$ cat src/rtl/registro_arranque_multicanal.sv
// Bank of PicoBlaze-written start flags with per-channel start strobe and status readback.
// Optional timeout abort with sticky error enabled by defining REGISTRO_ARRANQUE_TIMEOUT_EN.
module registro_arranque_multicanal #(
   parameter int          NUM_CH         = 4,
   parameter logic [7:0]  BASE_ADDR      = 8'h10,
   parameter int          TIMEOUT_CYCLES = 1000,
   parameter int          CNT_W          = 10
) (
   input  logic              clk,
   input  logic              rst,
   input  logic              EN,
   input  logic              W_Strobe,
   input  logic [7:0]        port_id,
   input  logic [7:0]        port_out,
   input  logic [NUM_CH-1:0] listo,
   output logic [NUM_CH-1:0] dato_salida,
   output logic [NUM_CH-1:0] start_pulse,
   output logic [7:0]        dato_leido
);

   localparam logic [7:0] CMD_CLEAR = 8'h00;
   localparam logic [7:0] CMD_START = 8'h01;
   localparam logic [7:0] CMD_ACK   = 8'h02;

   if (NUM_CH < 1 || NUM_CH > 8 || TIMEOUT_CYCLES < 2 || (2 ** CNT_W) <= TIMEOUT_CYCLES) begin : g_bad_cfg
      $error("registro_arranque_multicanal: invalid parameter set");
   end

   logic [NUM_CH-1:0] r_flag;
   logic [NUM_CH-1:0] r_pulse;
   logic [NUM_CH-1:0] w_hit;
   logic [NUM_CH-1:0] w_err;
   logic [NUM_CH-1:0] w_timeout;
   logic [7:0]        w_read;
   logic [7:0]        r_read;

   always_comb begin
      w_hit = '0;
      for (int k = 0; k < NUM_CH; k++) begin
         w_hit[k] = EN && W_Strobe && (port_id == 8'(BASE_ADDR + k));
      end
   end

`ifdef REGISTRO_ARRANQUE_TIMEOUT_EN
   logic [NUM_CH-1:0] r_err;
   logic [CNT_W-1:0]  r_cnt [NUM_CH];

   always_comb begin
      w_timeout = '0;
      for (int k = 0; k < NUM_CH; k++) begin
         w_timeout[k] = r_flag[k] && (r_cnt[k] == CNT_W'(TIMEOUT_CYCLES - 1));
      end
   end

   // Counter restarts on an accepted START and saturates instead of wrapping.
   always_ff @(posedge clk) begin
      if (!rst) begin
         for (int k = 0; k < NUM_CH; k++) r_cnt[k] <= '0;
      end else begin
         for (int k = 0; k < NUM_CH; k++) begin
            if (!listo[k] && !r_flag[k] && w_hit[k] && port_out == CMD_START)
               r_cnt[k] <= '0;
            else if (r_flag[k] && r_cnt[k] != {CNT_W{1'b1}})
               r_cnt[k] <= r_cnt[k] + 1'b1;
         end
      end
   end

   always_ff @(posedge clk) begin
      if (!rst) begin
         r_err <= '0;
      end else begin
         for (int k = 0; k < NUM_CH; k++) begin
            if (listo[k])
               r_err[k] <= r_err[k];
            else if (w_timeout[k])
               r_err[k] <= 1'b1;
            else if (w_hit[k] && port_out == CMD_ACK)
               r_err[k] <= 1'b0;
         end
      end
   end

   assign w_err = r_err;
`else
   assign w_timeout = '0;
   assign w_err     = '0;
`endif

   // Per channel: listo beats timeout, timeout beats any write command.
   always_ff @(posedge clk) begin
      if (!rst) begin
         r_flag  <= '0;
         r_pulse <= '0;
      end else begin
         r_pulse <= '0;
         for (int k = 0; k < NUM_CH; k++) begin
            if (listo[k]) begin
               r_flag[k] <= 1'b0;
            end else if (w_timeout[k]) begin
               r_flag[k] <= 1'b0;
            end else if (w_hit[k]) begin
               if (port_out == CMD_START && !r_flag[k]) begin
                  r_flag[k]  <= 1'b1;
                  r_pulse[k] <= 1'b1;
               end else if (port_out == CMD_CLEAR) begin
                  r_flag[k] <= 1'b0;
               end
            end
         end
      end
   end

   always_comb begin
      w_read = 8'h00;
      for (int k = 0; k < NUM_CH; k++) begin
         if (port_id == 8'(BASE_ADDR + k))
            w_read = {5'b0, w_err[k], r_flag[k] && !listo[k], r_flag[k]};
      end
   end

   always_ff @(posedge clk) begin
      if (!rst) r_read <= 8'h00;
      else      r_read <= w_read;
   end

   assign dato_salida = r_flag;
   assign start_pulse = r_pulse;
   assign dato_leido  = r_read;

endmodule

$ cat config.mk
export PLATFORM = sky130hd
export DESIGN_NAME = registro_arranque_multicanal
export DESIGN_NICKNAME = d
export VERILOG_FILES = /design/src/rtl/registro_arranque_multicanal.sv
export SDC_FILE = /design/constraint.sdc
export NUM_CORES = 1
export LEC_CHECK = 0
export CAP_MARGIN = 20
export CORE_UTILIZATION = 34
export CTS_CLUSTER_DIAMETER = 100
export DETAILED_ROUTE_END_ITERATION = 8
export PLACE_DENSITY = 0.77
export SLEW_MARGIN = 0
export SYNTH_ARGS = -nofsm -noshare
export SYNTH_HDL_FRONTEND = slang
export SYNTH_SLANG_ARGS = --single-unit
export TNS_END_PERCENT = 20
$ cat constraint.sdc
create_clock -name clk -period 1.7 [get_ports clk]
set_input_delay 0.51 -clock clk [delete_from_list [all_inputs] [get_ports clk]]
set_output_delay 0.51 -clock clk [all_outputs]
set_load 0.02 [all_outputs]
Yosys cells after proc, flatten, opt, wreduce, memory -nomap -nowiden --
Cells that the tools add are included. Widths: inputs -> output; s select.
Storage, ports and cells: register bits 16, bits in latches 0, memory bits (writable) 0, ROM bits 0, bits of input ports 24, output and inout bits 16, word-level logic and storage cells 72, memories kept 0
Cells by class: add/subtract/negate cells 0, multiply operators 0, div/mod/pow operators 0, order comparisons 0, eq/ne operators 5, shift-type cells 0, multiplexer cells 13, bitwise logic cells 5, reduce and logical (&&, ||, !) cells 39
Operators with widths (count):
- $eq 8x5->1 const B | 4
- $logic_and 1x1->1 | 13
- $reduce_or 3->1 | 4
- $mux 1 | 9
- $eq 8x1->1 const B | 1
- $logic_not 1->1 | 8
- $logic_not 8->1 | 1
- $mux 2 | 4
- $reduce_and 2->1 | 4
- $reduce_bool 2->1 | 4
- $reduce_or 2->1 | 4
- $not 1->1 | 5
- $reduce_or 4->1 | 1

Depth between registers and ports, before layout --
Gate-level depths: netlist of the first run.
depth in word-level cells 6, depth in mapped cells 4

Worst setup path before layout of the first run --
Ideal clock, no wire load.
path kind input -> register, start point in port_id[5], end point reg r_flag[1] (netlist: dato_salida[1]), library setup time 122 ps, arrival 1247 ps, setup slack 331 ps, cell stages on the path 4, cells stage by stage nor4b_4 nand4_1 o21ai_0 a21oi_1
Between the ends: longest elaborated chain between the ends 3
RTL lines:
- start: declaration | RTL line 13 | input logic [7:0] port_id,
- $eq 8x5->1 | RTL line 40 | w_hit[k] = EN && W_Strobe && (port_id == 8'(BASE_ADDR + k));
- $logic_and 1x1->1 | RTL line 40
- $reduce_and 2->1 (no source line)
- end signal: assignment | RTL line 93 | r_flag <= '0;
- end signal: indexed assignment | RTL line 99 | r_flag[k] <= 1'b0;
- end signal: indexed assignment | RTL line 101 | r_flag[k] <= 1'b0;
- end: declaration | RTL line 29 | logic [NUM_CH-1:0] r_flag;
Every way passes these cells. A chain may end at the register's enable or synchronous reset.

Worst setup path after layout of the first run --
start point reg r_read[0] (netlist: dato_leido[0]), end point out dato_leido[0]
RTL lines:
- start: declaration | RTL line 35 | logic [7:0] r_read;
- start signal: assignment | RTL line 124 | else r_read <= w_read;
- end: declaration | RTL line 18 | output logic [7:0] dato_leido
No word-level cell between the ends.

==> impl_metrics.env, run 1 <==
export IMPL_drtIter0Drc=22
export IMPL_synth_commonest_cells="dfxtp_1, nand3_1, buf_4, nand2b_1, a21oi_1"
export IMPL_grt_pass1_wl_um=2242
export IMPL_synth_edff_count=0
export IMPL_drv_slew=0
export IMPL_pwr_share_clk_pct=37.8
export IMPL_status="finished, violations left"
export IMPL_hold_buffers=0
export IMPL_finalCritPeriodShare_pct=99.67
export IMPL_synthTopCellsByArea="dfxtp_1, buf_4, nor4_4, nand3_1, nand2b_1"
export IMPL_synth_top_area_share_pct=33.54
export IMPL_min_from="dato_salida[3]"
export IMPL_hp_class="register to register"
export IMPL_power_switching_mw=0.1345
export IMPL_layout_nets=131
export IMPL_cp_top_family="buffers and inverters"
export IMPL_cp_slowest_cell="clkdlybuf4s50_1"
export IMPL_synth_most_common_cell="dfxtp_1"
export IMPL_path_max_fanout=1
export IMPL_seqPwrFrac_pct=41.3
export IMPL_wire_per_inst_um=12.55
export IMPL_dr_wl_met3_um=131
export IMPL_required_ns=1.19
export IMPL_n_antenna_cell=0
export IMPL_ys_ff_latch=10
export IMPL_cts_root_buf="clkbuf_4"
export IMPL_cts_buffers=3
export IMPL_hpwl_um=1216
export IMPL_fillers=139
export IMPL_start_util_pct=37.86
export IMPL_row_count=14
export IMPL_grt_pass1_vias=572
export IMPL_slowest_delay_ns=0.59
export IMPL_gp_congestion=0.8047
export IMPL_area_growth_synth_to_final_pct=75.05
export IMPL_wl_met1_um=602
export IMPL_dieArea_sq_um=1927
export IMPL_fin_crit_ns=1.694
export IMPL_grt_usage_pct=15.68
export IMPL_drt_pass1_iter_count=8
export IMPL_die_w_um=43.90
export IMPL_cp_start_kind="register"
export IMPL_final_util_pct=66.27
export IMPL_route_detailed_drc=1
export IMPL_multiInputGateArea_sq_um=366.6
export IMPL_comb_power_share_pct=20.8
export IMPL_final_area_sq_um=1045
export IMPL_setup_viol=0
export IMPL_worstSetupEndpointType="primary output"
export IMPL_async_flop_share_pct=0
export IMPL_synthDistinctLibCells=27
export IMPL_max_cap_violations=0
export IMPL_synth_area_sq_um=596.8
export IMPL_yosysWarnings=0
export IMPL_io_buffers=33
export IMPL_synth_ff_type="dfxtp_1"
export IMPL_reg2reg_from="dato_salida[1]"
export IMPL_synth_top_area_cell="dfxtp_1"
export IMPL_htree_levels=1
export IMPL_fmax_mhz=590.2
export IMPL_synth_area_per_cell_sq_um=9.626
export IMPL_core_sq_um=1577
export IMPL_path_buf_inv=1
export IMPL_timing_rr_end="dato_leido[0]"
export IMPL_post_route_cells_drive_above_1_share_pct=17.92
export IMPL_cts_tree="yes"
export IMPL_swShare_pct=23.75
export IMPL_ys_seq_area_share_pct=33.54
export IMPL_hold_path_endpoint="start_pulse[3]"
export IMPL_dr_wl_met2_um=770
export IMPL_power_per_cell_area_nw_per_um2=542.2
export IMPL_cp_arrival_ns=1.18
export IMPL_vias=639
export IMPL_peakVddDrop_mv=0.3155
export IMPL_leakage_nw=0.4828
export IMPL_ios=40
export IMPL_rrSetupSlack_ns=0.57
export IMPL_hold_path_cell_count=1
export IMPL_syn_inst=62
export IMPL_clock_latency_ns=0.27
export IMPL_crit_chain="clkdlybuf4s50_1"
export IMPL_gr_total_overflow=0
export IMPL_r2r_cells=2
export IMPL_dpl_instance_area_sq_um=975.9
export IMPL_grt_max_degree=7
export IMPL_drtAntennaViolNets=0
export IMPL_final_instance_count_excl_fill=122
export IMPL_clk_path_buf_depth=2
export IMPL_violations="design-rule violations"
export IMPL_worstSetupPathType="register to primary output"
export IMPL_path_clk_slew_ns=0.07
export IMPL_cts_sink_count=10
export IMPL_routed_wl_um=1531
export IMPL_finalHoldViolations=0
export IMPL_p_int_mw=0.4319
export IMPL_antenna_found_initial=0
export IMPL_dp_cells=117
export IMPL_top_layer_used="met4"
export IMPL_die_h_um=43.90
export IMPL_drt_vias_per_instance=5.238
export IMPL_skew_ns=0.004147
export IMPL_regArea_sq_um=200.2
state kept, by name (all words and copies together), names as in the netlist:
register,count
start_pulse,4
dato_leido,2
dato_salida,4
layout make-up:
type                            count  share of cell area [%]
Clock buffer                        4                   3.473
Tap cell                           16                   1.916
Inverter                            2                  0.7186
Multi-Input combinational cell     48                   35.09
Sequential cell                    10                   19.16
Timing Repair Buffer               42                   39.64
through the flow:
stage / hold WS [ns] / setup WS, ns / setup TNS, ns / power [mW]
finish: 0.5315 / 0.005683 / 0 / 0.5665
global route: 0.5668 / -0.02953 / -0.04092 / 0.5851
CTS: 0.5169 / 0.01023 / 0 / 0.5661
detailed placement: 0.5137 / -0.3018 / -1.933 / 0.3570
global placement: 0.4988 / -0.2717 / -1.821 / 0.3554
floorplan: 0.5737 / 0.3307 / 0 / 0.2828
worst max-delay path by stage:
| stage | start | slack (ns) | cells after the start | end |
|---|---|---|---|---|
| after detailed placement | port_id[5] | -0.30 | 5 | dato_salida[1] |
| after global placement | port_id[5] | -0.27 | 5 | dato_salida[1] |
| after CTS | port_out[1] | 0.01 | 5 | dato_salida[0] |
| after global routing | port_out[5] | -0.03 | 6 | dato_salida[0] |
| after floorplan | port_id[5] | 0.33 | 4 | dato_salida[1] |
| final | dato_leido[0] | 0.006 | 1 | dato_leido[0] |
power groups by stage:
stage               clock network (mW)  logic [mW]  registers [mW]
finish                           0.214       0.118           0.234
global route                     0.226       0.125           0.234
CTS                              0.214       0.118           0.234
detailed placement                   0       0.117           0.240
global placement                     0       0.116           0.240
floorplan                            0      0.0432           0.240
cell families (layout without fill, tap and decap cells):
group | after synthesis | after routing | share of synthesized area, %
mux | 1 | 1 | 3.773
other cells | 1 | 6 | 0.6283
compound gates | 11 | 11 | 11.53
simple gates | 30 | 30 | 40.88
buf+inv | 9 | 48 | 9.643
flops | 10 | 10 | 33.54
layer usage:
metal | vias up | GRT usage [%]
li1 | 316 | -
met3 | 2 | 3.333
met1 | 283 | 17.86
met2 | 38 | 28.66
met5 | - | 0
met4 | 0 | 5.455
what timing repair did:
action                                  4_1_cts  5_1_grt
pin swaps                                     1        4
setup buffers                                 0        1
gates resized for setup                       5       10
endpoints found under the setup margin        5        9
endpoints found under the hold margin         0        0
layout by cell type (no fill, tap or decap), drive strengths merged, types with 4 or more instances in the layout:
master | synthesis | routed
buf | 7 | 9
clkbuf | 0 | 4
clkdlybuf4s50 | 0 | 22
nand2b | 5 | 5
dlymetal6s2s | 0 | 7
nor4 | 4 | 4
o21ai | 4 | 4
conb | 1 | 6
nand3 | 7 | 7
a21oi | 4 | 4
dlygate4sd2 | 0 | 4
dfxtp | 10 | 10
Note: power is estimated with default switching activity, not from simulation.
==> run 2: changes to the inputs <==
==> constraint.sdc (replaced) <==
create_clock -name clk -period 1.7 [get_ports clk]
set_input_delay 0.34 -clock clk [delete_from_list [all_inputs] [get_ports clk]]
set_output_delay 0.34 -clock clk [all_outputs]
set_load 0.02 [all_outputs]
==> run 2 against run 1 <==
  * The run still ends with design-rule violations left
  * Setup slack better by 0.066 ns
  * Routed wire length down 4.6%
  * Cell area down 7.1%
  * Sequential cell count did not move
  * Cell count down 4.9%
  * Combinational power fell by 5%
  * Utilization down 4.7 points
  * Critical path type unchanged
==> impl_metrics.env, run 2 (same netlist as run 1, synthesis figures left out) <==
export IMPL_clock_latency_ns=0.26
export IMPL_die_w_um=43.90
export IMPL_hpwl_um=1161
export IMPL_area_growth_synth_to_final_pct=62.68
export IMPL_final_util_pct=61.59
export IMPL_path_max_fanout=5
export IMPL_place_ws_ns=-0.09802
export IMPL_gr_total_overflow=0
export IMPL_worstSetupPathType="register to primary output"
export IMPL_start_util_pct=37.86
export IMPL_wl_met1_um=600
export IMPL_ios=40
export IMPL_path_clk_slew_ns=0.06
export IMPL_status="finished, violations left"
export IMPL_core_sq_um=1577
export IMPL_die_h_um=43.90
export IMPL_worstSetupEndpointType="primary output"
export IMPL_setup_viol=0
export IMPL_critPathCapture="dato_salida[3]"
export IMPL_fmax_mhz=614.0
export IMPL_clk_path_buf_depth=2
export IMPL_grt_max_degree=9
export IMPL_skew_ns=0.003248
export IMPL_cp_slowest_cell="clkdlybuf4s50_1"
export IMPL_reg2reg_from="dato_salida[3]"
export IMPL_slowest_delay_ns=0.63
export IMPL_cts_sink_count=10
export IMPL_top_layer_used="met3"
export IMPL_path_buf_inv=1
export IMPL_cp_top_family="buffers and inverters"
export IMPL_routed_wl_um=1461
export IMPL_grt_usage_pct=16.64
export IMPL_r2r_cells=2
export IMPL_hp_class="register to register"
export IMPL_drt_vias_per_instance=5.353
export IMPL_cts_tree="yes"
export IMPL_final_common_cell="clkdlybuf4s50_1"
export IMPL_gp_congestion=0.8180
export IMPL_finalCritPeriodShare_pct=95.81
export IMPL_leakage_nw=0.3569
export IMPL_cts_root_buf="clkbuf_4"
export IMPL_dr_wl_met3_um=128
export IMPL_final_cell_mix="clkdlybuf4s50_1, dfxtp_1, nand3_1"
export IMPL_violations="design-rule violations"
export IMPL_required_ns=1.36
export IMPL_peakVddDrop_mv=0.2118
export IMPL_cts_buffers=3
export IMPL_startpoint="dato_salida[3]"
export IMPL_route_detailed_drc=3
export IMPL_drt_pass1_iter_count=8
export IMPL_cp_start_kind="register"
export IMPL_fin_crit_ns=1.629
export IMPL_antenna_found_initial=0
export IMPL_crit_chain="clkdlybuf4s50_1"
export IMPL_rsz0062_at_grt="false"
export IMPL_cts_resized=0
export IMPL_max_cap_violations=0
export IMPL_row_count=14
export IMPL_rrSetupSlack_ns=0.59
export IMPL_power_mw=0.4992
export IMPL_grt_pass1_vias=573
export IMPL_drv_slew=0
export IMPL_cp_arrival_ns=1.29
export IMPL_holdWs_ns=0.5172
export IMPL_dr_wl_met2_um=732
export IMPL_layout_setup_ws_ns=0.07120
export IMPL_drtAntennaViolNets=0
export IMPL_timing_rr_end="dato_leido[0]"
export IMPL_io_buffers=33
export IMPL_grt_pass1_wl_um=2366
export IMPL_post_route_cells_drive_above_1_share_pct=13.00
export IMPL_power_per_cell_area_nw_per_um2=514.2
export IMPL_wire_per_inst_um=12.59
export IMPL_layout_nets=126
export IMPL_htree_levels=1
export IMPL_drtIter0Drc=20
export IMPL_n_antenna_cell=0
export IMPL_vias=621
export IMPL_hold_buffers=0
export IMPL_finalHoldViolations=0
export IMPL_cts_setup_buffers=0
export IMPL_cp_depth=1
export IMPL_dieArea_sq_um=1927
-- run 2: worst reg2reg max path: cells and delay by family, from the launching register on --
| kind | cells | cell delay [ns] |
|---|---|---|
| DFF | 1 | 0.35 |
| muxes | 1 | 0.47 |
| and+or+nand+nor | 1 | 0.19 |
-- run 2: final cells by class --
class / count / area [sq um]
clock buffers: 3 / 22.52
fillers: 138 / 605.6
inverters: 2 / 7.507
multi-input cells: 48 / 357.8
flip-flops and latches: 10 / 200.2
well taps: 16 / 20.02
repair buffers: 37 / 362.8
-- run 2: metrics by stage --
step / cell area, sq um / setup TNS [ns] / std cells
detailed placement: 945.9 / -0.3670 / 113
global placement: 945.9 / -0.1802 / 113
CTS: 968.4 / 0 / 116
global route: 970.9 / 0 / 116
finish: 970.9 / 0 / 116
floorplan: 615.6 / 0 / 67
-- run 2: power by group --
group | internal [mW] | total, mW | leakage (nW) | switching [mW]
Sequential | 0.234 | 0.234 | 0.0805 | 0.00000990
Combinational | 0.0630 | 0.112 | 0.263 | 0.0488
Clock | 0.0813 | 0.153 | 0.0138 | 0.0718
Total | 0.379 | 0.499 | 0.357 | 0.121
-- run 2: worst min-delay path by stage --
stage	from	to	slack, ns	cells past startpoint
detailed placement	dato_salida[1]	start_pulse[1]	0.50	1
global route	dato_salida[1]	start_pulse[1]	0.53	1
floorplan	listo[1]	start_pulse[1]	0.41	1
CTS	dato_salida[1]	start_pulse[1]	0.51	1
global placement	dato_salida[3]	start_pulse[3]	0.50	1
finish	dato_salida[1]	start_pulse[1]	0.52	1
-- run 2: metal layers --
layer  GRT usage, %  up-vias
li1               -      303
met3          2.917        0
met4          7.273        0
met5              0        -
met2          28.96       37
met1          19.95      281
